**src/rtl/enigma_keyboard_if.sv**
```systemverilog
// Keyboard-side bundle of enigma_keyboard: raw keys and rotor load request in,
// core letter, rotor positions and press strobe out.
interface enigma_keyboard_if;
    // key_strobe is a one-cycle valid that marks a new letter on bits; there is
    // no ready, the core must take it that cycle. bits stays stable while held.
    logic [25:0] keys;
    logic        load;
    logic [4:0]  init_l;
    logic [4:0]  init_m;
    logic [4:0]  init_r;
    logic [4:0]  bits;
    logic [4:0]  rotor_l;
    logic [4:0]  rotor_m;
    logic [4:0]  rotor_r;
    logic        key_strobe;
    logic [1:0]  dbg_state;

    modport slave (
        input  keys, load, init_l, init_m, init_r,
        output bits, rotor_l, rotor_m, rotor_r, key_strobe, dbg_state
    );

    modport master (
        output keys, load, init_l, init_m, init_r,
        input  bits, rotor_l, rotor_m, rotor_r, key_strobe, dbg_state
    );
endinterface

```
**src/rtl/enigma_keyboard.sv**
```systemverilog
// Enigma front end: debounces a one-hot keyboard, rejects chords, and steps the
// three rotors odometer-style once per accepted press.
module enigma_keyboard #(
    parameter int unsigned DEBOUNCE_CYCLES = 4,
    parameter int unsigned NOTCH_R         = 16,
    parameter int unsigned NOTCH_M         = 4
) (
    input  logic             clk,
    input  logic             restart,
    enigma_keyboard_if.slave kb
);

    typedef enum logic [1:0] {
        IDLE      = 2'd0,
        DEB_PRESS = 2'd1,
        HELD      = 2'd2,
        DEB_REL   = 2'd3
    } state_t;

    localparam logic [7:0] DEB_LAST  = 8'(DEBOUNCE_CYCLES - 1);
    localparam logic       DEB_ONE   = (DEBOUNCE_CYCLES == 1);
    localparam logic [4:0] NR        = 5'(NOTCH_R);
    localparam logic [4:0] NM        = 5'(NOTCH_M);
    localparam logic [4:0] IDLE_CODE = 5'h1f;
    localparam logic [4:0] LAST_POS  = 5'd25;

    function automatic logic is_onehot(input logic [25:0] v);
        return (v != 26'd0) && ((v & (v - 26'd1)) == 26'd0);
    endfunction

    function automatic logic [4:0] onehot_index(input logic [25:0] v);
        logic [4:0] idx;
        idx = 5'd0;
        for (int i = 0; i < 26; i++) begin
            if (v[i]) idx = 5'(i);
        end
        return idx;
    endfunction

    function automatic logic [4:0] wrap_inc(input logic [4:0] v);
        return (v >= LAST_POS) ? 5'd0 : v + 5'd1;
    endfunction

    logic [25:0] r_sync1;
    logic [25:0] r_sync2;
    state_t      r_state;
    logic [7:0]  r_cnt;
    logic [25:0] r_cap;
    logic [4:0]  r_idx;
    logic [4:0]  r_bits;
    logic        r_strobe;
    logic [4:0]  r_rot_l;
    logic [4:0]  r_rot_m;
    logic [4:0]  r_rot_r;

    state_t      w_state_nx;
    logic [7:0]  w_cnt_nx;
    logic [25:0] w_cap_nx;
    logic [4:0]  w_idx_nx;
    logic [4:0]  w_bits_nx;
    logic        w_accept;
    logic        w_sv_onehot;
    logic        w_sv_zero;
    logic [4:0]  w_sv_idx;
    logic        w_load_ok;
    logic [4:0]  w_base_l;
    logic [4:0]  w_base_m;
    logic [4:0]  w_base_r;
    logic        w_carry_m;
    logic        w_carry_l;
    logic [4:0]  w_rot_l_nx;
    logic [4:0]  w_rot_m_nx;
    logic [4:0]  w_rot_r_nx;

    assign w_sv_onehot = is_onehot(r_sync2);
    assign w_sv_zero   = (r_sync2 == 26'd0);
    assign w_sv_idx    = onehot_index(r_sync2);

    always_comb begin
        w_state_nx = r_state;
        w_cnt_nx   = r_cnt;
        w_cap_nx   = r_cap;
        w_idx_nx   = r_idx;
        w_bits_nx  = r_bits;
        w_accept   = 1'b0;
        case (r_state)
            IDLE: begin
                w_bits_nx = IDLE_CODE;
                if (w_sv_onehot) begin
                    w_cap_nx = r_sync2;
                    w_idx_nx = w_sv_idx;
                    w_cnt_nx = 8'd1;
                    if (DEB_ONE) begin
                        w_accept   = 1'b1;
                        w_state_nx = HELD;
                    end else begin
                        w_state_nx = DEB_PRESS;
                    end
                end
            end
            DEB_PRESS: begin
                // Only the exact captured key keeps the count alive; zero,
                // chords and a different key all restart from IDLE.
                if (r_sync2 == r_cap) begin
                    w_cnt_nx = r_cnt + 8'd1;
                    if (r_cnt == DEB_LAST) begin
                        w_accept   = 1'b1;
                        w_state_nx = HELD;
                    end
                end else begin
                    w_cnt_nx   = 8'd0;
                    w_state_nx = IDLE;
                end
            end
            HELD: begin
                if (w_sv_zero) begin
                    w_cnt_nx = 8'd1;
                    if (DEB_ONE) begin
                        w_bits_nx  = IDLE_CODE;
                        w_cnt_nx   = 8'd0;
                        w_state_nx = IDLE;
                    end else begin
                        w_state_nx = DEB_REL;
                    end
                end
            end
            DEB_REL: begin
                if (w_sv_zero) begin
                    w_cnt_nx = r_cnt + 8'd1;
                    if (r_cnt == DEB_LAST) begin
                        w_bits_nx  = IDLE_CODE;
                        w_cnt_nx   = 8'd0;
                        w_state_nx = IDLE;
                    end
                end else begin
                    w_state_nx = HELD;
                end
            end
            default: begin
                w_cnt_nx   = 8'd0;
                w_bits_nx  = IDLE_CODE;
                w_state_nx = IDLE;
            end
        endcase
        if (w_accept) w_bits_nx = w_idx_nx;
    end

    // A valid load replaces the stepping base, so a same-edge accept steps from it.
    always_comb begin
        w_load_ok = (r_state == IDLE) && kb.load &&
                    (kb.init_l <= LAST_POS) && (kb.init_m <= LAST_POS) &&
                    (kb.init_r <= LAST_POS);
        w_base_l   = w_load_ok ? kb.init_l : r_rot_l;
        w_base_m   = w_load_ok ? kb.init_m : r_rot_m;
        w_base_r   = w_load_ok ? kb.init_r : r_rot_r;
        w_carry_m  = w_accept && (w_base_r == NR);
        w_carry_l  = w_carry_m && (w_base_m == NM);
        w_rot_r_nx = w_accept  ? wrap_inc(w_base_r) : w_base_r;
        w_rot_m_nx = w_carry_m ? wrap_inc(w_base_m) : w_base_m;
        w_rot_l_nx = w_carry_l ? wrap_inc(w_base_l) : w_base_l;
    end

    always_ff @(posedge clk or negedge restart) begin
        if (!restart) begin
            r_sync1  <= 26'd0;
            r_sync2  <= 26'd0;
            r_state  <= IDLE;
            r_cnt    <= 8'd0;
            r_cap    <= 26'd0;
            r_idx    <= 5'd0;
            r_bits   <= IDLE_CODE;
            r_strobe <= 1'b0;
            r_rot_l  <= 5'd0;
            r_rot_m  <= 5'd0;
            r_rot_r  <= 5'd0;
        end else begin
            r_sync1  <= kb.keys;
            r_sync2  <= r_sync1;
            r_state  <= w_state_nx;
            r_cnt    <= w_cnt_nx;
            r_cap    <= w_cap_nx;
            r_idx    <= w_idx_nx;
            r_bits   <= w_bits_nx;
            r_strobe <= w_accept;
            r_rot_l  <= w_rot_l_nx;
            r_rot_m  <= w_rot_m_nx;
            r_rot_r  <= w_rot_r_nx;
        end
    end

    assign kb.bits       = r_bits;
    assign kb.key_strobe = r_strobe;
    assign kb.rotor_l    = r_rot_l;
    assign kb.rotor_m    = r_rot_m;
    assign kb.rotor_r    = r_rot_r;
    assign kb.dbg_state  = r_state;

endmodule
```
**src/flat_wrapper.sv**
```systemverilog
// flat-port wrapper written by rule: the top's interface ports become plain ports
module enigma_keyboard_flat 
#(
    parameter int unsigned DEBOUNCE_CYCLES = 4,
    parameter int unsigned NOTCH_R         = 16,
    parameter int unsigned NOTCH_M         = 4
)
  (clk, restart, kb_keys, kb_load, kb_init_l, kb_init_m, kb_init_r, kb_bits, kb_rotor_l, kb_rotor_m, kb_rotor_r, kb_key_strobe, kb_dbg_state);
  enigma_keyboard_if kb_i ();
  input  logic clk;
  input  logic restart;
  input wire logic [$bits(kb_i.keys)-1:0] kb_keys;
  input wire logic [$bits(kb_i.load)-1:0] kb_load;
  input wire logic [$bits(kb_i.init_l)-1:0] kb_init_l;
  input wire logic [$bits(kb_i.init_m)-1:0] kb_init_m;
  input wire logic [$bits(kb_i.init_r)-1:0] kb_init_r;
  output wire logic [$bits(kb_i.bits)-1:0] kb_bits;
  output wire logic [$bits(kb_i.rotor_l)-1:0] kb_rotor_l;
  output wire logic [$bits(kb_i.rotor_m)-1:0] kb_rotor_m;
  output wire logic [$bits(kb_i.rotor_r)-1:0] kb_rotor_r;
  output wire logic [$bits(kb_i.key_strobe)-1:0] kb_key_strobe;
  output wire logic [$bits(kb_i.dbg_state)-1:0] kb_dbg_state;
  assign kb_i.keys = kb_keys;
  assign kb_i.load = kb_load;
  assign kb_i.init_l = kb_init_l;
  assign kb_i.init_m = kb_init_m;
  assign kb_i.init_r = kb_init_r;
  assign kb_bits = kb_i.bits;
  assign kb_rotor_l = kb_i.rotor_l;
  assign kb_rotor_m = kb_i.rotor_m;
  assign kb_rotor_r = kb_i.rotor_r;
  assign kb_key_strobe = kb_i.key_strobe;
  assign kb_dbg_state = kb_i.dbg_state;
  enigma_keyboard #(.DEBOUNCE_CYCLES(DEBOUNCE_CYCLES), .NOTCH_R(NOTCH_R), .NOTCH_M(NOTCH_M)) u_core (.clk(clk), .restart(restart), .kb(kb_i));
endmodule
```
**config.mk**
```make
export PLATFORM = sky130hd
export DESIGN_NAME = enigma_keyboard_flat
export DESIGN_NICKNAME = d
export VERILOG_FILES = /design/src/rtl/enigma_keyboard_if.sv /design/src/rtl/enigma_keyboard.sv /design/src/flat_wrapper.sv
export SDC_FILE = /design/constraint.sdc
export NUM_CORES = 1
export LEC_CHECK = 0
export ABC_AREA = 1
export ABC_CLOCK_PERIOD_IN_PS = 3700
export BUFFER_PORTS_ARGS = -buffer_cell sky130_fd_sc_hd__clkbuf_2
export CAP_MARGIN = 25
export CORE_MARGIN = 2
export CORE_UTILIZATION = 61
export CTS_BUF_LIST = sky130_fd_sc_hd__clkbuf_2
export CTS_CLUSTER_SIZE = 16
export DETAILED_ROUTE_END_ITERATION = 10
export PLACE_DENSITY = 0.91
export SLEW_MARGIN = 20
export SYNTH_ARGS = -nofsm -noshare
export SYNTH_HDL_FRONTEND = slang
export SYNTH_SLANG_ARGS = --single-unit
```
**constraint.sdc**
```tcl
create_clock -name clk -period 3.7 [get_ports clk]
set_clock_uncertainty 0.2 [all_clocks]
set_input_delay 0.185 -clock clk [delete_from_list [all_inputs] [get_ports clk]]
set_output_delay 0.185 -clock clk [all_outputs]
set_load 0.02 [all_outputs]
```
==> metrics, run 1 <==
Synth Area per Inst=between 8 and 9 um2; Final min period=3.55 ns; #FFs+latches synth=114; Synth Net Count=783; Pwr per Cell Area=476 nW/um2; largest net degree at the start of global routing=52; GRT Residual Overflow=0; Leak=3.54 nW; Worst EP required=4.10 ns; Sw Share=0.388; # diodes=0; synth warn=0; die width=103 um; Crit Path Max Fanout=18; status=complete, no violations; Net Sw Power=between 1 and 1.5 mW; relative slew slack=0.619; antenna violations before repair=0; Post-Syn Instances=slightly above 700; Die Ht=103 um; Clock power frac=0.261; # DRC=0; Setup CP Type=reg -> reg; Final Hold Viols=0; Placeable Area=between 9000 and 10000 um2; layout cells sized above 1=0.183; total clock sinks=between 100 and 150; element type at the critical path start=register; reg-to-reg slack, setup=0.15 ns; Top Family by Delay on Critical Path=compound AO/OA/AOI/OAI gates; CP cell instances=inv_1 -> ha_1 -> nand2_1 -> a31oi_1 -> nand3_2 -> clkinvlp_4 -> or2_2 -> o21ai_1 -> inv_1 -> ha_1 -> o41ai_4 -> nand3_1 -> o21ai_1; hold path cells=0; reg-to-reg endpoint=u_core.kb.rotor_m[0]; Area after DPL=6420 um2; post-layout util=0.773; global-route wire length before repair=27.0 mm; Max Cap Viol=0; VDD IR max=~330 uV; sequential power share=0.416; Final Slew Violations=0; r2r startpoint=u_core.kb.dbg_state[1]; clock buffer depth=2; total number of vias=slightly below 6000; Synth Cell Area=5970 um2; Via density=5.67; nets=935; later-pin clock latency in the skew report=~0.71 ns; Worst Setup SP=u_core.kb.dbg_state[1]; IO Port Bufs=66; total CTS buffers=17; Die Footprint=10600 um2; Yosys cell types=43; Fmax achieved=between 200 and 300 MHz; Reg clk slew, reported paths=0.24 ns; TritonCTS clock tree=yes; Avg WL per Cell=16.8 um; H-tree levels=4; IO Pins=67; worst-margin pin slew=0.569 ns; Hold Crit Class=reg -> reg; row cnt=36; gr usage total=0.341; effective utilization at floorplan=0.619; CP endpoint=u_core.kb.rotor_m[0]; Clock Tree Root=clkbuf_2; First DRT Iteration DRCs=~490; vias in the first global route=5549; Design Power=~3.5 mW; CP bufs+invs=3; CP endpoint kind=register; Routed Antenna Nets=0; Finished Cell Area=7450 um2; total routed wirelength=17.2 mm; First-pass DRT Iterations=6; area added between synthesis and finish=24.9%; slowest cell on the critical path=o41ai_4; Post-DP HPWL=10.7 mm; Comb pwr share=0.323; Levels on crit path=13; arrival time at the worst endpoint=3.94 ns; register area share after synthesis=0.479; Placer Congestion=around 1; reg2reg path depth=13; setup violators final=0; Largest stage delay, worst path=0.49 ns; crit share post-route=0.959; Internal Power=2.17 mW
==> synth_stat cells, drive strengths merged <==
| cell | instances | area, um2 |
|---|---|---|
| xor2 | 8 | 70.1 |
| xnor2 | 4 | 35.0 |
| nor4 | 12 | 75.1 |
| o31ai | 2 | 15.0 |
| or2 | 18 | 113 |
| inv | 102 | 383 |
| o22ai | 6 | 37.5 |
| and2 | 1 | 6.26 |
| dfrtp | 109 | 2730 |
| o2111ai | 2 | 17.5 |
| buf | 7 | 66.3 |
| o21a | 2 | 15.0 |
| clkbuf | 2 | 7.51 |
| o21ai | 71 | 389 |
| mux2i | 1 | 10.0 |
| nor3b | 2 | 15.0 |
| nand3b | 7 | 52.6 |
| o41ai | 2 | 32.5 |
| nor2 | 82 | 357 |
| nand4 | 26 | 163 |
| a21boi | 1 | 7.51 |
| dfstp | 5 | 131 |
| ha | 14 | 175 |
| a31oi | 1 | 6.26 |
| nor3 | 12 | 86.3 |
| nand2 | 169 | 657 |
| nor4b | 1 | 8.76 |
| nand3 | 43 | 235 |
| a21oi | 10 | 50.1 |
| o211ai | 3 | 22.5 |
==> metrics by stage <==
stage	hold WS (ns)	instances	setup WS (ns)	TNS (ns)
CTS	0.0637	1021	0.256	0
global route	0.160	1023	-0.0164	-0.0168
finish	0.138	1023	0.153	0
detailed placement	0.0946	917	0.297	0
global placement	0.0928	917	0.595	0
floorplan	-0.311	725	0.784	0
==> flip-flops by register name, indices dropped and copies added (netlist names) <==
signal                flops
u_core.r_cap             26
u_core.r_sync1           26
u_core.r_sync2           26
u_core.r_cnt              8
u_core.kb.bits            5
u_core.kb.rotor_l         5
u_core.kb.rotor_m         5
u_core.kb.rotor_r         5
u_core.r_idx              5
u_core.kb.dbg_state       2
u_core.kb.key_strobe      1
==> worst min path at each step <==
stage,end,from,slack [ns]
3_5_place_dp,u_core.r_sync1[16],kb_keys[16],0.09
2_1_floorplan,u_core.kb.dbg_state[0],restart,-0.31
5_1_grt,u_core.r_sync2[16],u_core.r_sync1[16],0.16
4_1_cts,u_core.kb.rotor_l[4],kb_load,0.06
3_3_place_gp,u_core.r_sync1[7],kb_keys[7],0.09
6_report,u_core.r_sync2[16],u_core.r_sync1[16],0.14
==> cell families after synthesis <==
family                   synth area share
AND/OR/NAND/NOR                     0.296
adder cells (fa/ha/maj)            0.0294
multiplexers                      0.00168
XOR/XNOR                           0.0176
AO/OA/AOI/OAI                      0.0994
flip-flops                          0.479
buffers and inverters              0.0765
==> metal layers <==
layer / share of wire / up-vias / GRT usage
met5: 0 / - / 0
met4: 0.049 / 0 / 0.176
met3: 0.072 / 84 / 0.0827
met2: 0.50 / 346 / 0.572
met1: 0.38 / 2694 / 0.408
li1: - / 2680 / -
==> layout make-up <==
| type | count | area, um2 |
|---|---|---|
| clock buffers | 17 | 85.1 |
| fillers | 630 | 2180 |
| well taps | 133 | 166 |
| repair buffers | 142 | 1110 |
| multi-input cells | 500 | 2660 |
| clock inverters | 15 | 181 |
| inverters | 102 | 387 |
| flip-flops and latches | 114 | 2860 |
==> power by group through the flow <==
stage               clock network, mW  registers (mW)  logic [mW]
finish                          0.925            1.48        1.15
global route                    0.986            1.49        1.27
CTS                             0.917            1.46        1.08
detailed placement                  0            1.49        1.00
global placement                    0            1.48       0.954
floorplan                           0            1.57       0.618
==> what timing repair did <==
action                                  in CTS  in global routing
hold buffers                                72                  0
endpoints found under the setup margin       0                  6
endpoints found under the hold margin      151                  0
setup buffers                                0                  2
gates resized for setup                      0                  2
==> layout by cell type (no fill, tap or decap), drive strengths merged, types with 4 or more instances in the layout <==
cell type,synthesis,final
nor4,12,12
o22ai,6,6
nand4,26,26
dfstp,5,5
inv,102,104
a21oi,10,10
dfrtp,109,109
or2,18,18
nand2,169,169
clkinvlp,0,4
dlygate4sd3,0,71
clkinv,0,6
xnor2,4,4
nor2,82,82
nand3b,7,7
xor2,8,8
clkbuf,2,82
nor3,12,12
buf,7,6
nand3,43,43
o21ai,71,71
ha,14,14
Note: power is estimated with default switching activity, not from simulation.
==> inputs of run 2 (changes only) <==
- ABC_AREA: 1 -> default
- CORE_UTILIZATION: 61 -> 60
- PLACE_DENSITY: 0.91 -> 0.9
==> metrics, run 2 <==
EDFF count, synth=0; later-pin clock latency in the skew report=0.67 ns; Leak=approximately 3.3 nW; Final Hold Viols=0; most common cell after layout, fill and taps aside=dfrtp_1; global-route wire length before repair=between 20 and 25 mm; final setup margin=-0.114 ns; status=finished with violations; placed insts=675; Final Slew Violations=0; antenna violations before repair=0; Synth Net Count=~570; Reg clk slew, reported paths=0.22 ns; Post-synth top flop=dfrtp_1; # diodes=0; Post-DP HPWL=8.71 mm; # DRC=0; Final min period=between 3 and 4 ns; First-pass DRT Iterations=5; total CTS buffers=17; top-area cell type share of the netlist area=0.494; Fmax achieved=262 MHz; crit share post-route=1.03; relative slew slack=0.464; Synth Area per Inst=10.9 um2; biggest regs=u_core.r_cap x26, u_core.r_sync1 x26, u_core.r_sync2 x26; IO Port Bufs=66; H-tree levels=4; most frequent cells in the layout=107 x dfrtp_1, 82 x clkbuf_2, 76 x dlygate4sd3_1, 37 x nor2_1, 30 x mux2_1; total routed wirelength=15.5 mm; nets=719; synth warn=0; vias in the first global route=4940; count leader, synth=dfrtp_1; IO Pins=67; Crit Path Max Fanout=21; Setup CP Type=reg -> reg; setup slack at placement=approximately 0.069 ns; Non-Filler Instances=slightly below 800; GRT Residual Overflow=0; hold path cells=0; Avg WL per Cell=19.7 um; area added between synthesis and finish=30.6%; worst-margin pin slew=roughly 0.8 ns; top cells by count, synth=109 x dfrtp_1, 38 x nor2_1, 30 x mux2_1; effective utilization at floorplan=0.609; total number of vias=4892; Post-Syn Instances=507; Pwr per Cell Area=424 nW/um2; arrival time at the worst endpoint=between 4 and 5 ns; largest net degree at the start of global routing=41; Clock Tree Root=clkbuf_2; gr usage total=0.320; ranking of synthesized cells by area=dfrtp_1 49%, mux2_1 6.1%, xnor2_1 4.1%; row cnt=35; clock buffer depth=2; Fin Hold WS=roughly 0.14 ns; Placer Congestion=between 0.9 and 1; VDD IR max=435 uV; register area share after synthesis=0.518; Die Footprint=between 9000 and 10000 um2; Routed Antenna Nets=0; ys async rst share=1.00; Placeable Area=9060 um2; Yosys cell types=a little over 60; Worst EP required=between 4 and 5 ns; element type at the critical path start=register; reg2reg path depth=13; layout cells sized above 1=0.220; Die Ht=roughly 100 um; First DRT Iteration DRCs=354; Max Cap Viol=0; TritonCTS clock tree=yes; failing checks=negative setup slack; Via density=between 6 and 7; total clock sinks=114; Hold Crit Class=reg -> reg; setup violators final=4; largest area contributor in the netlist=dfrtp_1; #FFs+latches synth=114; CP endpoint kind=register; Synth Cell Area=5520 um2; die width=around 100 um
run 2: cell count changes in the layout (fill, tap and decap cells not counted), moves of 18 or more:
cell,before,now
inv_1,95,23
mux2_1,0,30
nand2_1,162,15
nand3_1,39,14
nor2_1,74,37
o21ai_1,37,7
xnor2_1,4,22
run 2: worst paths after layout:
kind,from,to,slack [ns]
setup / recovery,u_core.kb.dbg_state[0],u_core.kb.rotor_l[3],-0.11
hold / removal,u_core.r_sync1[16],u_core.r_sync2[16],0.14
setup reg to reg,u_core.kb.dbg_state[0],u_core.kb.rotor_l[3],-0.11
hold reg to reg,u_core.r_sync1[16],u_core.r_sync2[16],0.14
max in group asynchronous,restart,u_core.r_sync1[16],2.40
min in group asynchronous,restart,u_core.kb.bits[0],0.39
run 2: worst max-delay path: stages, from the launching register on:
cell and delay [ns]:
dfrtp_2 0.51, inv_1 0.13, ha_1 0.20, nand2_1 0.09, nand4b_1 0.25, buf_8 0.23
mux2i_2 0.27, ha_1 0.24, o21ai_0 0.27, nor3_2 0.27, buf_4 0.20, a21oi_1 0.09
a21o_1 0.16, dlygate4sd3_1 0.59
run 2: repair_timing:
action | in CTS | in global routing
setup endpoints to repair | 0 | 36
buffers inserted | 0 | 1
hold buffers | 77 | 0
endpoints found under the hold margin | 155 | 0
resized for setup | 0 | 17
run 2: kinds of logic after synthesis:
family	after synthesis	share of synthesized area
and+or+nand+nor	154	0.151
DFF	114	0.518
AOI/OAI and AO/OA	103	0.130
buffers and inverters	51	0.0396
muxes	45	0.0888
xor gates and xnor gates	26	0.0412
adders and majority gates	14	0.0317
run 2: where the power goes:
group | switching, mW | internal, mW | leakage [nW]
combinational | 0.321 | 0.237 | 1.66
sequential | 0.0684 | 1.31 | 1.41
clock | 0.531 | 0.591 | 0.192
run 2: area by class of cell:
cell class                 count  area (um2)
tap                          111         139
sequential                   114        2860
clock inverter                14         253
timing repair buffer         163        1270
fill                         508        1850
clock buffer                  17        85.1
multi-input combinational    342        2520
inverter                      23        86.3
run 2: metrics by stage:
stage	utilization	TNS, ns	instance area (um2)	power, mW
detailed placement	0.663	0	6010	1.80
global route	0.796	-0.696	7220	3.18
global placement	0.663	0	6010	1.78
finish	0.796	-0.180	7220	3.06
CTS	0.786	0	7120	2.98
floorplan	-	0	5520	1.64
run 2: per-layer routing:
layer	track usage	routed length (um)	share of wire
met1	0.375	5750	0.37
met2	0.543	7990	0.52
met3	0.0870	1040	0.067
met4	0.161	675	0.044
met5	0	0	0
